--- src/rtl/pwd_matcher.sv ---
// Password matcher: scans the lock's password register file one slot per two cycles,
// drives unlock on a match, counts failed attempts and enforces a timed lockout.
// Optional master override code is compiled in when MASTER_CODE_EN is defined.
//
// Handshake: check is a single-cycle request, accepted only while busy==0;
// requests seen while busy==1 are dropped, never queued.
module pwd_matcher #(
    parameter int NUM_SLOTS      = 4,
    parameter int ADDR_W         = 2,
    parameter int MAX_FAILS      = 3,
    parameter int UNLOCK_CYCLES  = 100,
    parameter int LOCKOUT_CYCLES = 1000
`ifdef MASTER_CODE_EN
    ,
    parameter logic [15:0] MASTER_CODE = 16'hA5A5
`endif
) (
    input  logic              clk,
    input  logic              reset,
    input  logic [15:0]       code_in,
    input  logic              check,
    output logic [ADDR_W-1:0] read_addr,
    input  logic [16:0]       rf_data,
    output logic              busy,
    output logic              unlock,
    output logic              fail,
    output logic              locked_out,
    output logic [1:0]        fail_count,
    output logic [2:0]        state_dbg
);

    localparam int DWELL_MAX = (UNLOCK_CYCLES > LOCKOUT_CYCLES) ? UNLOCK_CYCLES : LOCKOUT_CYCLES;
    localparam int TIMER_W   = $clog2(DWELL_MAX + 1);

    typedef enum logic [2:0] {
        S_IDLE    = 3'd0,
        S_SET     = 3'd1,
        S_CMP     = 3'd2,
        S_UNLOCK  = 3'd3,
        S_FAIL    = 3'd4,
        S_LOCKOUT = 3'd5
    } state_t;

    state_t               state;
    logic [15:0]          code_latched;
    logic [TIMER_W-1:0]   timer;
    logic [1:0]           next_fails;
    logic                 slot_hit;
    logic                 last_slot;

    always_comb begin
        next_fails = (fail_count == 2'(MAX_FAILS)) ? fail_count : fail_count + 2'd1;
        slot_hit   = rf_data[16] && (rf_data[15:0] == code_latched);
        last_slot  = (read_addr == ADDR_W'(NUM_SLOTS - 1));
    end

    assign busy      = (state != S_IDLE);
    assign state_dbg = state;

    // read_addr doubles as the scan index, so it keeps its last slot outside a scan.
    always_ff @(posedge clk) begin
        if (!reset) begin
            state        <= S_IDLE;
            read_addr    <= '0;
            unlock       <= 1'b0;
            fail         <= 1'b0;
            locked_out   <= 1'b0;
            fail_count   <= 2'd0;
            code_latched <= 16'd0;
            timer        <= '0;
        end else begin
            fail <= 1'b0;
            case (state)
                S_IDLE: begin
                    if (check) begin
                        code_latched <= code_in;
                        read_addr    <= '0;
                        state        <= S_SET;
`ifdef MASTER_CODE_EN
                        if (code_in == MASTER_CODE) begin
                            state      <= S_UNLOCK;
                            unlock     <= 1'b1;
                            fail_count <= 2'd0;
                            timer      <= TIMER_W'(UNLOCK_CYCLES - 1);
                        end
`endif
                    end
                end
                S_SET: begin
                    state <= S_CMP;
                end
                S_CMP: begin
                    if (slot_hit) begin
                        state      <= S_UNLOCK;
                        unlock     <= 1'b1;
                        fail_count <= 2'd0;
                        timer      <= TIMER_W'(UNLOCK_CYCLES - 1);
                    end else if (last_slot) begin
                        state <= S_FAIL;
                    end else begin
                        read_addr <= read_addr + ADDR_W'(1);
                        state     <= S_SET;
                    end
                end
                S_UNLOCK: begin
                    if (timer == '0) begin
                        unlock <= 1'b0;
                        state  <= S_IDLE;
                    end else begin
                        timer <= timer - TIMER_W'(1);
                    end
                end
                // The fail pulse and the new count appear together as this state is left.
                S_FAIL: begin
                    fail       <= 1'b1;
                    fail_count <= next_fails;
                    if (next_fails == 2'(MAX_FAILS)) begin
                        state      <= S_LOCKOUT;
                        locked_out <= 1'b1;
                        timer      <= TIMER_W'(LOCKOUT_CYCLES - 1);
                    end else begin
                        state <= S_IDLE;
                    end
                end
                S_LOCKOUT: begin
                    if (timer == '0) begin
                        locked_out <= 1'b0;
                        fail_count <= 2'd0;
                        state      <= S_IDLE;
                    end else begin
                        timer <= timer - TIMER_W'(1);
                    end
`ifdef MASTER_CODE_EN
                    if (check && (code_in == MASTER_CODE)) begin
                        code_latched <= code_in;
                        locked_out   <= 1'b0;
                        fail_count   <= 2'd0;
                        unlock       <= 1'b1;
                        timer        <= TIMER_W'(UNLOCK_CYCLES - 1);
                        state        <= S_UNLOCK;
                    end
`endif
                end
                default: begin
                    state <= S_IDLE;
                end
            endcase
        end
    end

endmodule

--- config.mk ---
export PLATFORM = sky130hd
export DESIGN_NAME = pwd_matcher
export DESIGN_NICKNAME = d
export VERILOG_FILES = /design/src/rtl/pwd_matcher.sv
export SDC_FILE = /design/constraint.sdc
export NUM_CORES = 1
export LEC_CHECK = 0
export ABC_AREA = 1
export CAP_MARGIN = 5
export CORE_MARGIN = 2
export CORE_UTILIZATION = 44
export DETAILED_ROUTE_END_ITERATION = 7
export GPL_TIMING_DRIVEN = 0
export HOLD_SLACK_MARGIN = 0.1
export PLACE_DENSITY_LB_ADDON = 0.3
export SLEW_MARGIN = 25
export SYNTH_ARGS = -nofsm -noshare
export SYNTH_HDL_FRONTEND = slang
export SYNTH_SLANG_ARGS = --single-unit
--- constraint.sdc ---
create_clock -name clk -period 1.5 [get_ports clk]
set_input_delay 0.225 -clock clk [delete_from_list [all_inputs] [get_ports clk]]
set_output_delay 0.225 -clock clk [all_outputs]
set_load 0.01 [all_outputs]
After elaboration in Yosys (flattened, before gate mapping)
Index checks and enable logic that the tools add are counted. W data, S select, Z words.

Register bits: 36. Output and inout port bits: 11.

Add/sub/neg operators: 3. Equal/unequal tests: 18. Mux-type cells: 24. Reductions and logical operators: 17.

Operators with widths (count): $mux W10 (3); $pmux W10 S3 (1); $eq A16 B16 Y1 (1); $ne A2 B2 Y1 const B (8); $mux W3 (5); $pmux W3 S5 (1); $mux W2 (6); $logic_not A10 Y1 (1); $sub A10 B1 Y10 const B (1); $reduce_and A3 Y1 (3); $reduce_bool A3 Y1 (3); $reduce_and A4 Y1 (2); $eq A2 B2 Y1 const B (3); $eq A3 B2 Y1 const B (2); $eq A3 B3 Y1 const B (2); $pmux W2 S3 (1); $reduce_bool A2 Y1 (3); $add A2 B1 Y2 const B (2); $mux W1 (4); $pmux W1 S2 (2); $pmux W2 S2 (1); $reduce_and A2 Y1 (2); $eq A3 B1 Y1 const B (1); $logic_not A3 Y1 (1); other kinds (3) (3).

Logic depth before layout (Yosys ltp)
Depth after elaboration: 5. Mapped depth: 12.

Least setup slack after synthesis
Ideal clock, no wire load.

Kind: reg2reg. From: register timer[0]. To: register timer[9]. Library setup time: 0.113 ns. Data arrival time: 1.382 ns. Slack: 0.005 ns. Cell stages (with the launch flop): 11. Path buffers: 0. Clock period less this slack: 1.495 ns. Cell sequence: dfxtp_1 > inv_1 > ha_1 > nand2_2 > nor2_4 > nand3_2 > nand2_4 > a21oi_4 > nand2_4 > nor2_1 > nor2_1.

Cells in the longest elaborated chain, start to end: 3. Elaborated cells between the ends (all ways): 6. Classes of those cells: add/sub: 1; eq/ne: 1; mux: 2; reduce/logical: 2.

RTL lines: start: declaration (line 46) `logic [TIMER_W-1:0] timer;`; start signal: assignment (line 97) `timer <= TIMER_W'(UNLOCK_CYCLES - 1);`; start signal: assignment (line 110) `timer <= timer - TIMER_W'(1);`; start signal: assignment (line 120) `timer <= TIMER_W'(LOCKOUT_CYCLES - 1);`; $sub A10 B1 Y10 / $logic_not A10 Y1 (equally long branches); $mux W10 / $ne A2 B2 Y1 (equally long branches); $pmux W10 S3 / $reduce_and A4 Y1 (equally long branches).

Parallel ways exist; a longest one is shown, timed or not. The select of a mux whose other input is x is not followed. A chain may end at the register's enable or synchronous reset.

Worst setup path after layout
From: register state[0], in the netlist state_dbg[0]. To: register timer[2].

Cells in the longest elaborated chain, start to end: 4. Elaborated cells between the ends (all ways): 11. Classes of those cells: eq/ne: 7; mux: 1; reduce/logical: 3.

RTL lines: start: declaration (line 44) `state_t state;`; start signal: assignment (line 63) `state <= S_IDLE;`; start signal: assignment (line 78) `state <= S_SET;`; start signal: assignment (line 90) `state <= S_CMP;`; $eq A3 B3 Y1 / $eq A3 B2 Y1 (equally long branches) (line 73) `case (state)`; $reduce_or A2 Y1 (no source line); $ne A2 B2 Y1 (no source line) / $reduce_bool A3 Y1 (equally long branches); $reduce_and A4 Y1 (no source line).

Parallel ways exist; a longest one is shown, timed or not.

==> metrics.md <==
| Metric | Value |
|---|---|
| Status | finished, violations left |
| Violated checks | negative setup slack |
| Final #Nets | 413 |
| Routed wire per std cell | 13.0 um |
| Antenna viol nets, final | 0 |
| Final Core Density | 69.2% |
| Total wire length | 5550 um |
| Ratio of cells with drive above 1 in the final layout | 26.1% |
| Final period util | 105% |
| CTS Buf Count | 5 |
| Worst-path fanout max | 10 |
| Slowest-stage cell, CP | dfxtp_2 |
| Highest clock rate | 637 MHz |
| CP Capture Type | register |
| Cell leakage power | 1.37 nW |
| DRC errors left | 0 |
| Synth Cell Area | 1950 um2 |
| Die Ht | 70.6 um |
| Total GRT Usage | 21.4% |
| Initial antenna violation count | 0 |
| Synthesized area per cell | 6.46 um2 |
| Reg clk slew, reported paths | 80 ps |
| DR pass1 iterations | 4 |
| Setup Skew | 5.93 ps |
| Largest net degree at the start of global routing | 13 |
| Unrepaired setup endpoints after global routing | yes |
| Critical Path RT | 1690 ps |
| Share of Yosys cell area claimed by the top area cell type | 36.9% |
| Ranking of synthesized cells by area | dfxtp_1 (37%), nand2_1 (15%), a21oi_1 (8.5%) |
| Worst hold margin | 457 ps |
| FF-to-FF setup slack | -70 ps |
| Clk_lat worst skew | 290 ps |
| Via-to-Cell Ratio | 5.05 |
| Net Sw Frac | 36.1% |
| Yosys warning total | 0 |
| Gpl congestion | 0.851 |
| R2R depth | 9 |
| Max-cap violation count | 0 |
| CTS root buf | clkbuf_8 |
| Worst hold path type | register to register |
| Final Hold Fails | 0 |
| Crit-path cells | inv_2, nand3_4, nand2_2, inv_2, a21oi_4, buf_6, nand3_2, nand2_1, nor2_1 |
| # fillers | 337 |
| Tightest Pin Transition | 552 ps |
| Clk pwr share | 24.3% |
| Vias | 2,162 |
| Share of the yosys chip area belonging to registers | 36.9% |
| Net switching power | 0.00128 W |
| Final Setup Violations | 9 |
| Max Slew Vio Count | 0 |
| First-pass GRT wire length | 8540 um |
| Initial Util | 45.1% |
| Combinational power share | 42.3% |
| Mapped Cells | 302 |
| Clk sinks | 36 |
| Clock Path Buffers | 2 |
| Vias in the first global route | 1,999 |
| N_diodes | 0 |
| Area delta synth->final | 53.2% |
| Worst Setup SP | state_dbg[0] |
| CTS tree | done |
| H-tree depth | 2 |
| Total gr overflow | 0 |
| CP peak stage delay | 350 ps |
| Peak VDD IR | 618 uV |
| Power per standard cell area | 1180 nW/um2 |
| Syn nets | 340 |
| CP endpoint | timer[2] |
| Reg power frac | 33.4% |
| Die Wd | 70.6 um |
| R2r startpoint | state_dbg[0] |
| Core area | 4320 um2 |
| Worst setup SP type | register |
| Critical path's most frequent cell | inv_2 |
| Tot Pwr | 0.00353 W |
| DP HPWL | 3400 um |
| Rel. slew slack | 63.2% |
| Final min period | 1570 ps |
| Hold Path Cell Cnt | 2 |
| Dominant cell type by area after synthesis | dfxtp_1 |
| Synth Register Bits | 36 |
| Worst Path Arrival | 1750 ps |
| Cell variety after synth | 23 |
| Reg2Reg Capture Point | timer[2] |
| Drt initial violations | 149 |
| Crit Path Category | register to register |
| Ports | 47 |
| Die footprint | 4990 um2 |
| Final worst setup slack | -68.7 ps |
| Cell internal pwr | 0.00226 W |
| Row count | 24 |
| Port-buffer cells | 46 |
-- metal layers --
metal | global-route usage [%] | up-vias | part of all wire [%]
met3 | 4.13 | 11 | 6.9
met5 | 0 | - | 0
li1 | - | 1103 | -
met4 | 9.01 | 0 | 2.1
met2 | 37.2 | 69 | 49
met1 | 25.9 | 979 | 42
-- critical path, delay by kind of cell (launching register included) --
family / cells / cell delay (ps)
flops: 1 / 350
buf+inv: 3 / 340
simple gates: 5 / 450
compound gates: 1 / 310
-- state kept, by name, summed over array words and instances (netlist names) --
register	count
unlock	1
locked_out	1
fail_count	2
code_latched	16
timer	10
state_dbg	3
read_addr	2
fail	1
-- power groups by stage --
stage,Combinational (W),Clock [W],Sequential [W]
after floorplan,0.000767,0,0.00117
after global placement,0.00106,0,0.00117
after detailed placement,0.00108,0,0.00117
after CTS,0.00131,0.000878,0.00116
after global routing,0.00164,0.000921,0.00119
final,0.00150,0.000859,0.00118
-- cells by family (layout without fill, tap and decap cells) --
kind of cell,count (synthesis),count (layout),synth area share [%]
simple gates,151,151,33.5
compound gates,54,54,14.4
flops,36,36,36.9
xor+xnor,9,9,4.04
buf+inv,50,124,9.87
fa+ha+maj,2,2,1.28
-- per-stage QoR --
stage	TNS, ps	instance area (um2)	std cells	setup slack [ps]
4_1_cts	-167	2770	422	-37.4
3_5_place_dp	-9240	2480	400	-539
3_3_place_gp	-8900	2480	400	-516
6_report	-319	2990	428	-68.7
2_1_floorplan	0	1950	302	5.40
5_1_grt	-1930	2990	428	-151
-- how the worst min path moves through the flow --
stage	startpoint	end	slack, ps
floorplan	code_in[2]	code_latched[2]	390
global placement	code_latched[5]	code_latched[5]	450
detailed placement	code_latched[1]	code_latched[1]	460
CTS	code_latched[1]	code_latched[1]	470
global route	code_latched[5]	code_latched[5]	480
finish	code_latched[7]	code_latched[7]	460
-- cells in the final DEF (no fill, tap or decap), types with 2 or more instances in the layout --
cell / synthesis / routed
xnor2_1: 4 / 4
o21ai_1: 1 / 3
a21oi_1: 33 / 27
dlymetal6s2s_1: 0 / 4
nor2_1: 35 / 27
dfxtp_2: 0 / 11
clkdlybuf4s50_1: 0 / 35
nand3_2: 2 / 9
dlygate4sd2_1: 0 / 7
inv_2: 3 / 10
nand3_4: 0 / 3
buf_4: 0 / 13
nand2_8: 0 / 2
xor2_1: 5 / 5
buf_6: 0 / 7
nand4_1: 4 / 4
nand3_1: 23 / 13
o21ai_0: 19 / 16
buf_2: 4 / 2
a21oi_2: 0 / 6
inv_1: 40 / 32
nand2_4: 2 / 3
nor2_4: 1 / 4
dfxtp_1: 36 / 24
nor2_2: 0 / 5
nand2_1: 79 / 71
nand2_2: 3 / 8
clkbuf_4: 0 / 2
clkbuf_8: 0 / 5
clkbuf_1: 2 / 2
-- area by class of cell --
| class | instances | area (um2) | share of cell area [%] |
|---|---|---|---|
| multi-input combinational | 216 | 1240 | 41.4 |
| sequential | 36 | 738 | 24.7 |
| timing repair buffer | 66 | 638 | 21.3 |
| inverter | 44 | 168 | 5.61 |
| clock buffer | 5 | 68.8 | 2.30 |
| tap | 52 | 65.1 | 2.18 |
| clock inverter | 3 | 42.5 | 1.42 |
| buffer | 6 | 32.5 | 1.09 |
-- what timing repair did --
item,4_1_cts,5_1_grt
resized for setup,34,60
buffers inserted,14,6
hold buffers,0,0
pin swaps,14,38
setup endpoints to repair,22,35
cloned,0,0
-- cell usage after synthesis --
library cell / instances
a21oi_1: 33
a21oi_4: 1
buf_2: 4
clkbuf_1: 2
clkinv_1: 1
dfxtp_1: 36
ha_1: 2
inv_1: 40
inv_2: 3
nand2_1: 79
nand2_2: 3
nand2_4: 2
nand3_1: 23
nand3_2: 2
nand3b_1: 1
nand4_1: 4
nor2_1: 35
nor2_4: 1
nor3_1: 1
o21ai_0: 19
o21ai_1: 1
xnor2_1: 4
xor2_1: 5
Note: power is estimated with default switching activity, not from simulation.
==> RTL edit 1: new RTL, config.mk and constraints unchanged <==
Set the parameter `LOCKOUT_CYCLES` to 500 (it was 1000).
--- a/src/rtl/pwd_matcher.sv
+++ b/src/rtl/pwd_matcher.sv
@@ -11,3 +11,3 @@
     parameter int UNLOCK_CYCLES  = 100,
-    parameter int LOCKOUT_CYCLES = 1000
+    parameter int LOCKOUT_CYCLES = 500
 `ifdef MASTER_CODE_EN
Check against the original RTL: same outputs for any inputs over 10 cycles, from zero or initial values and one cycle with reset low; that may be too few to reach the edited logic, so the function may still have changed.
==> RTL edit 1 against the unedited design <==
The flow still finishes with violations (negative setup slack). Clock power fell by 9.7%. Area after synthesis increased by 5.1%. Sequential share of layout area fell by 0.43 points. Non-clock buffer count shrank 9. Core utilization fell by 1.3 points. Synthesized cell count up 9.6%. Power fell by 11%. Wire length is 4.6% higher. Critical path depth is 2 higher. Sequential cell count is 1 lower. Worst setup slack improved by 0.036 ns. Design area up 0.21%. Clock skew grew 0.0018 ns.
==> RTL edit 1: results (changes against the unedited design) <==
.. list-table::
   :header-rows: 1

   * - Metric
     - Value
   * - Crit path DAT
     - 1.77 ns (was 1.75 ns)
   * - Maximum VDD drop
     - 0.593 mV (was 0.618 mV)
   * - Detail-routed net length per standard cell
     - 12.9 um (was 13.0 um)
   * - Global placer's final weighted congestion
     - 0.884 (was 0.851)
   * - Run status
     - finished with violations (unchanged)
   * - Non-filler instance count after layout
     - 451 (was 428)
   * - Total nets after synthesis
     - 369 (was 340)
   * - Number of DRC markers in iteration 0
     - 137 (was 149)
   * - Total vias in the final route
     - 2,331 (was 2,162)
   * - # fillers
     - 387 (was 337)
   * - Largest net degree at the start of global routing
     - 11 (was 13)
   * - Endpoints failing setup
     - 4 (was 9)
   * - Transition time at the pin with the least slew margin
     - 0.534 ns (was 0.552 ns)
   * - Average size of a mapped cell
     - 6.20 um^2 (was 6.46 um^2)
   * - Worst Slack Setup Final
     - -0.0326 ns (was -0.0687 ns)
   * - Fraction of layout cells with a size suffix above 1
     - 27.1% (was 26.1%)
   * - Crit path max fanout
     - 5 (was 10)
   * - Cell types occupying the most area after synthesis
     - dfxtp_1, nand2_1, inv_1 (was dfxtp_1, nand2_1, a21oi_1)
   * - Post-Place Cells
     - 429 (was 400)
   * - Initial DRT Pass Iterations
     - 5 (was 4)
   * - Number of distinct library cell variants in the gate-level netlist after synthesis
     - 28 (was 23)
   * - Via count of the first global-routing pass
     - 2,124 (was 1,999)
   * - Adder and majority cell fraction of the synthesized area
     - 1.22% (was 1.28%)
   * - Failing checks
     - negative setup slack (unchanged)
   * - Leakage power
     - 1.50 nW (was 1.37 nW)
   * - Post-DP HPWL
     - 3750 um (was 3400 um)
   * - XOR/XNOR share of the synthesized area
     - 2.56% (was 4.04%)
==> RTL edit 1: worst max-delay path: stages, from the launching register on <==
cell and delay, ns:
dfxtp_2 0.34, inv_2 0.05, ha_4 0.17, nand2_4 0.08, nor2_4 0.04, nand2_2 0.09
nand2_4 0.09, a21oi_4 0.25, nand2_4 0.12, nand2_2 0.09, nand2_2 0.05, nor2_2 0.10
==> RTL edit 1: worst paths after layout <==
check,startpoint,to,slack (ns),cells past startpoint
min reg2reg,code_latched[9],code_latched[9],0.46,2
max,timer[1],timer[1],-0.03,11
max reg2reg,timer[1],timer[1],-0.03,11
min,code_latched[9],code_latched[9],0.46,2
==> RTL edit 1: through the flow <==
step / hold WS, ns / setup slack, ns / setup TNS, ns / power [mW]
floorplan: 0.363 / 0.0478 / 0 / 1.83
global placement: 0.443 / -0.400 / -5.86 / 2.12
detailed placement: 0.450 / -0.396 / -6.58 / 2.14
CTS: 0.461 / -0.0138 / -0.0396 / 2.96
global route: 0.486 / -0.124 / -0.841 / 3.34
finish: 0.462 / -0.0326 / -0.0821 / 3.14
==> RTL edit 1: power breakdown <==
| part | switching (mW) | total (mW) | internal [mW] | leakage (nW) |
|---|---|---|---|---|
| clock network | 0.357 | 0.776 | 0.419 | 0.0515 |
| registers | 0.0950 | 1.15 | 1.06 | 0.295 |
| logic | 0.694 | 1.21 | 0.520 | 1.16 |
==> RTL edit 1: cell type report <==
cell class | instances | area (um^2) | share of cell area, %
Multi-Input combinational cell | 239 | 1290 | 42.9
Timing Repair Buffer | 57 | 577 | 19.2
Tap cell | 52 | 65.1 | 2.17
Buffer | 6 | 36.3 | 1.21
Inverter | 54 | 205 | 6.85
Clock buffer | 8 | 100 | 3.34
Sequential cell | 35 | 727 | 24.3
==> RTL edit 1: timing repair <==
action / CTS / global route
gates resized for setup: 13 / 72
setup buffers: 2 / 9
setup endpoints to repair: 29 / 22
pin swaps: 6 / 28
cloned: 2 / 1
==> RTL edit 1: cells by family after synthesis <==
group,after synthesis
simple gates,176
xor+xnor,6
buf+inv,60
flops,35
fa+ha+maj,2
compound gates,52
==> RTL edit 1: metal layers <==
layer,part of all wire [%],GRT usage (%)
met3,6.1,5.56
met4,2.1,9.64
met1,44,29.1
met5,0,0
met2,48,36.5
==> RTL edit 2: new RTL, same flow settings <==
Made on the original files. Register the input `rf_data` before use, cleared by the reset. The logic sees it one clock later. The other inputs are not delayed to match.
--- a/src/rtl/pwd_matcher.sv
+++ b/src/rtl/pwd_matcher.sv
@@ -43,2 +43,12 @@
 
+    logic [16:0] rf_data_q;
+
+    always_ff @(posedge clk) begin
+        if (!reset) begin
+            rf_data_q <= '0;
+        end else begin
+            rf_data_q <= rf_data;
+        end
+    end
+
     state_t               state;
@@ -52,3 +62,3 @@
         next_fails = (fail_count == 2'(MAX_FAILS)) ? fail_count : fail_count + 2'd1;
-        slot_hit   = rf_data[16] && (rf_data[15:0] == code_latched);
+        slot_hit   = rf_data_q[16] && (rf_data_q[15:0] == code_latched);
         last_slot  = (read_addr == ADDR_W'(NUM_SLOTS - 1));
Check against the original RTL: not equivalent (Yosys sat finds a counterexample within 4 cycles, from zero or initial values and one cycle with reset low).
==> RTL edit 2 against the unedited design <==
The flow still finishes with violations (negative setup slack). Worst setup slack gained 0.038 ns. Sequential share of layout area grew 7.1 points. Sequential cell count grew 17. Cell count grew 17%. Design area grew 14%. Area after synthesis grew 27%. Hold slack lost 0.023 ns. Clock skew grew 0.0033 ns. Power shrank 1.2%. Sequential power grew 36%. Wire length grew 3.9%. Clock power grew 9.7%.
==> RTL edit 2: results (changes against the unedited design) <==
.. list-table::
   :header-rows: 1

   * - Metric
     - Value
   * - Detail-routed net length per standard cell
     - 11.5 um (was 13.0 um)
   * - Post-DP HPWL
     - 3870 um (was 3400 um)
   * - Hold/Removal Path Class
     - input port to flop (was flop to flop)
   * - Total vias in the final route
     - 2,410 (was 2,162)
   * - Launch point of the critical path
     - timer[0] (was state_dbg[0])
   * - Leakage power
     - 1.67 nW (was 1.37 nW)
   * - Clock Skew
     - 0.00927 ns (was 0.00593 ns)
   * - Failing checks
     - negative setup slack (unchanged)
   * - Run status
     - finished with violations (unchanged)
   * - # fillers
     - 506 (was 337)
   * - Fraction of layout cells with a size suffix above 1
     - 21.9% (was 26.1%)
   * - Number of distinct library cell variants in the gate-level netlist after synthesis
     - 26 (was 23)
   * - Global-route usage over all layers
     - 19.0% (was 21.4%)
   * - Maximum VDD drop
     - 0.529 mV (was 0.618 mV)
   * - Part of the Yosys area used for sequential elements
     - 42.9% (was 36.9%)
   * - Largest net degree at the start of global routing
     - 16 (was 13)
   * - Cell Area, Placed
     - 0.00302 mm^2 (was 0.00248 mm^2)
   * - Endpoints failing setup
     - 3 (was 9)
   * - Clk_lat worst skew
     - 0.31 ns (was 0.29 ns)
   * - Cell types occupying the most area after synthesis
     - dfxtp_1, nand2_1, inv_1 (was dfxtp_1, nand2_1, a21oi_1)
   * - Post-Place Cells
     - 475 (was 400)
   * - First-pass GRT wire length
     - 9360 um (was 8540 um)
   * - Transition time at the pin with the least slew margin
     - 0.624 ns (was 0.552 ns)
   * - Worst Slack Setup Final
     - -0.0308 ns (was -0.0687 ns)
   * - Launch point of the worst hold path
     - rf_data[0] (was code_latched[7])
   * - Footprint of the flip-flops and latches
     - 0.00109 mm^2 (was 738 um^2)
## RTL edit 2: cell types whose count changed after synthesis, sizes merged, moves of 3 or more
cell / before / now
o21ai: 20 / 24
clkbuf: 2 / 6
nand3: 25 / 22
dfxtp: 36 / 53
inv: 43 / 67
nand2: 84 / 99
nor2: 36 / 33
## RTL edit 2: cell families after synthesis
logic type                 after synthesis  synth area share (%)
adders and majority gates                2                  1.01
and+or+nand+nor                        161                  29.0
DFF                                     53                  42.9
xor gates and xnor gates                 8                  2.84
AOI/OAI and AO/OA                       58                  12.4
buffers and inverters                   75                  11.8
## RTL edit 2: layout make-up
class                      count  share of cell area [%]
inverter                      67                    7.35
timing repair buffer          63                    17.8
sequential                    53                    31.7
multi-input combinational    232                    36.1
tap                           72                    2.63
clock inverter                 2                    1.02
buffer                         8                    1.28
clock buffer                   5                    2.01
## RTL edit 2: power breakdown
group	leakage, nW	switching [mW]	internal, mW
sequential	0.443	0.0803	1.52
clock	0.0540	0.457	0.486
combinational	1.17	0.502	0.444
total	1.67	1.04	2.45
## RTL edit 2: path summary, 6_finish.rpt
path | endpoint | cells after the start | slack [ns]
max | timer[8] | 11 | -0.03
min | rf_data_q[0] | 3 | 0.43
max reg2reg | timer[8] | 11 | -0.03
min reg2reg | code_latched[1] | 2 | 0.46
## RTL edit 2: repair_timing
| action | 4_1_cts | 5_1_grt |
|---|---|---|
| cloned | 3 | 0 |
| resized for setup | 21 | 34 |
| setup buffers | 7 | 10 |
| endpoints found under the setup margin | 26 | 33 |
| pin swaps | 11 | 16 |
## RTL edit 2: routing by layer
layer	wire (um)	up-vias	track usage [%]
li1	-	1249	-
met1	2470	1082	21.7
met2	2920	67	34.4
met3	273	12	4.20
met4	102	0	7.41
met5	0	-	0
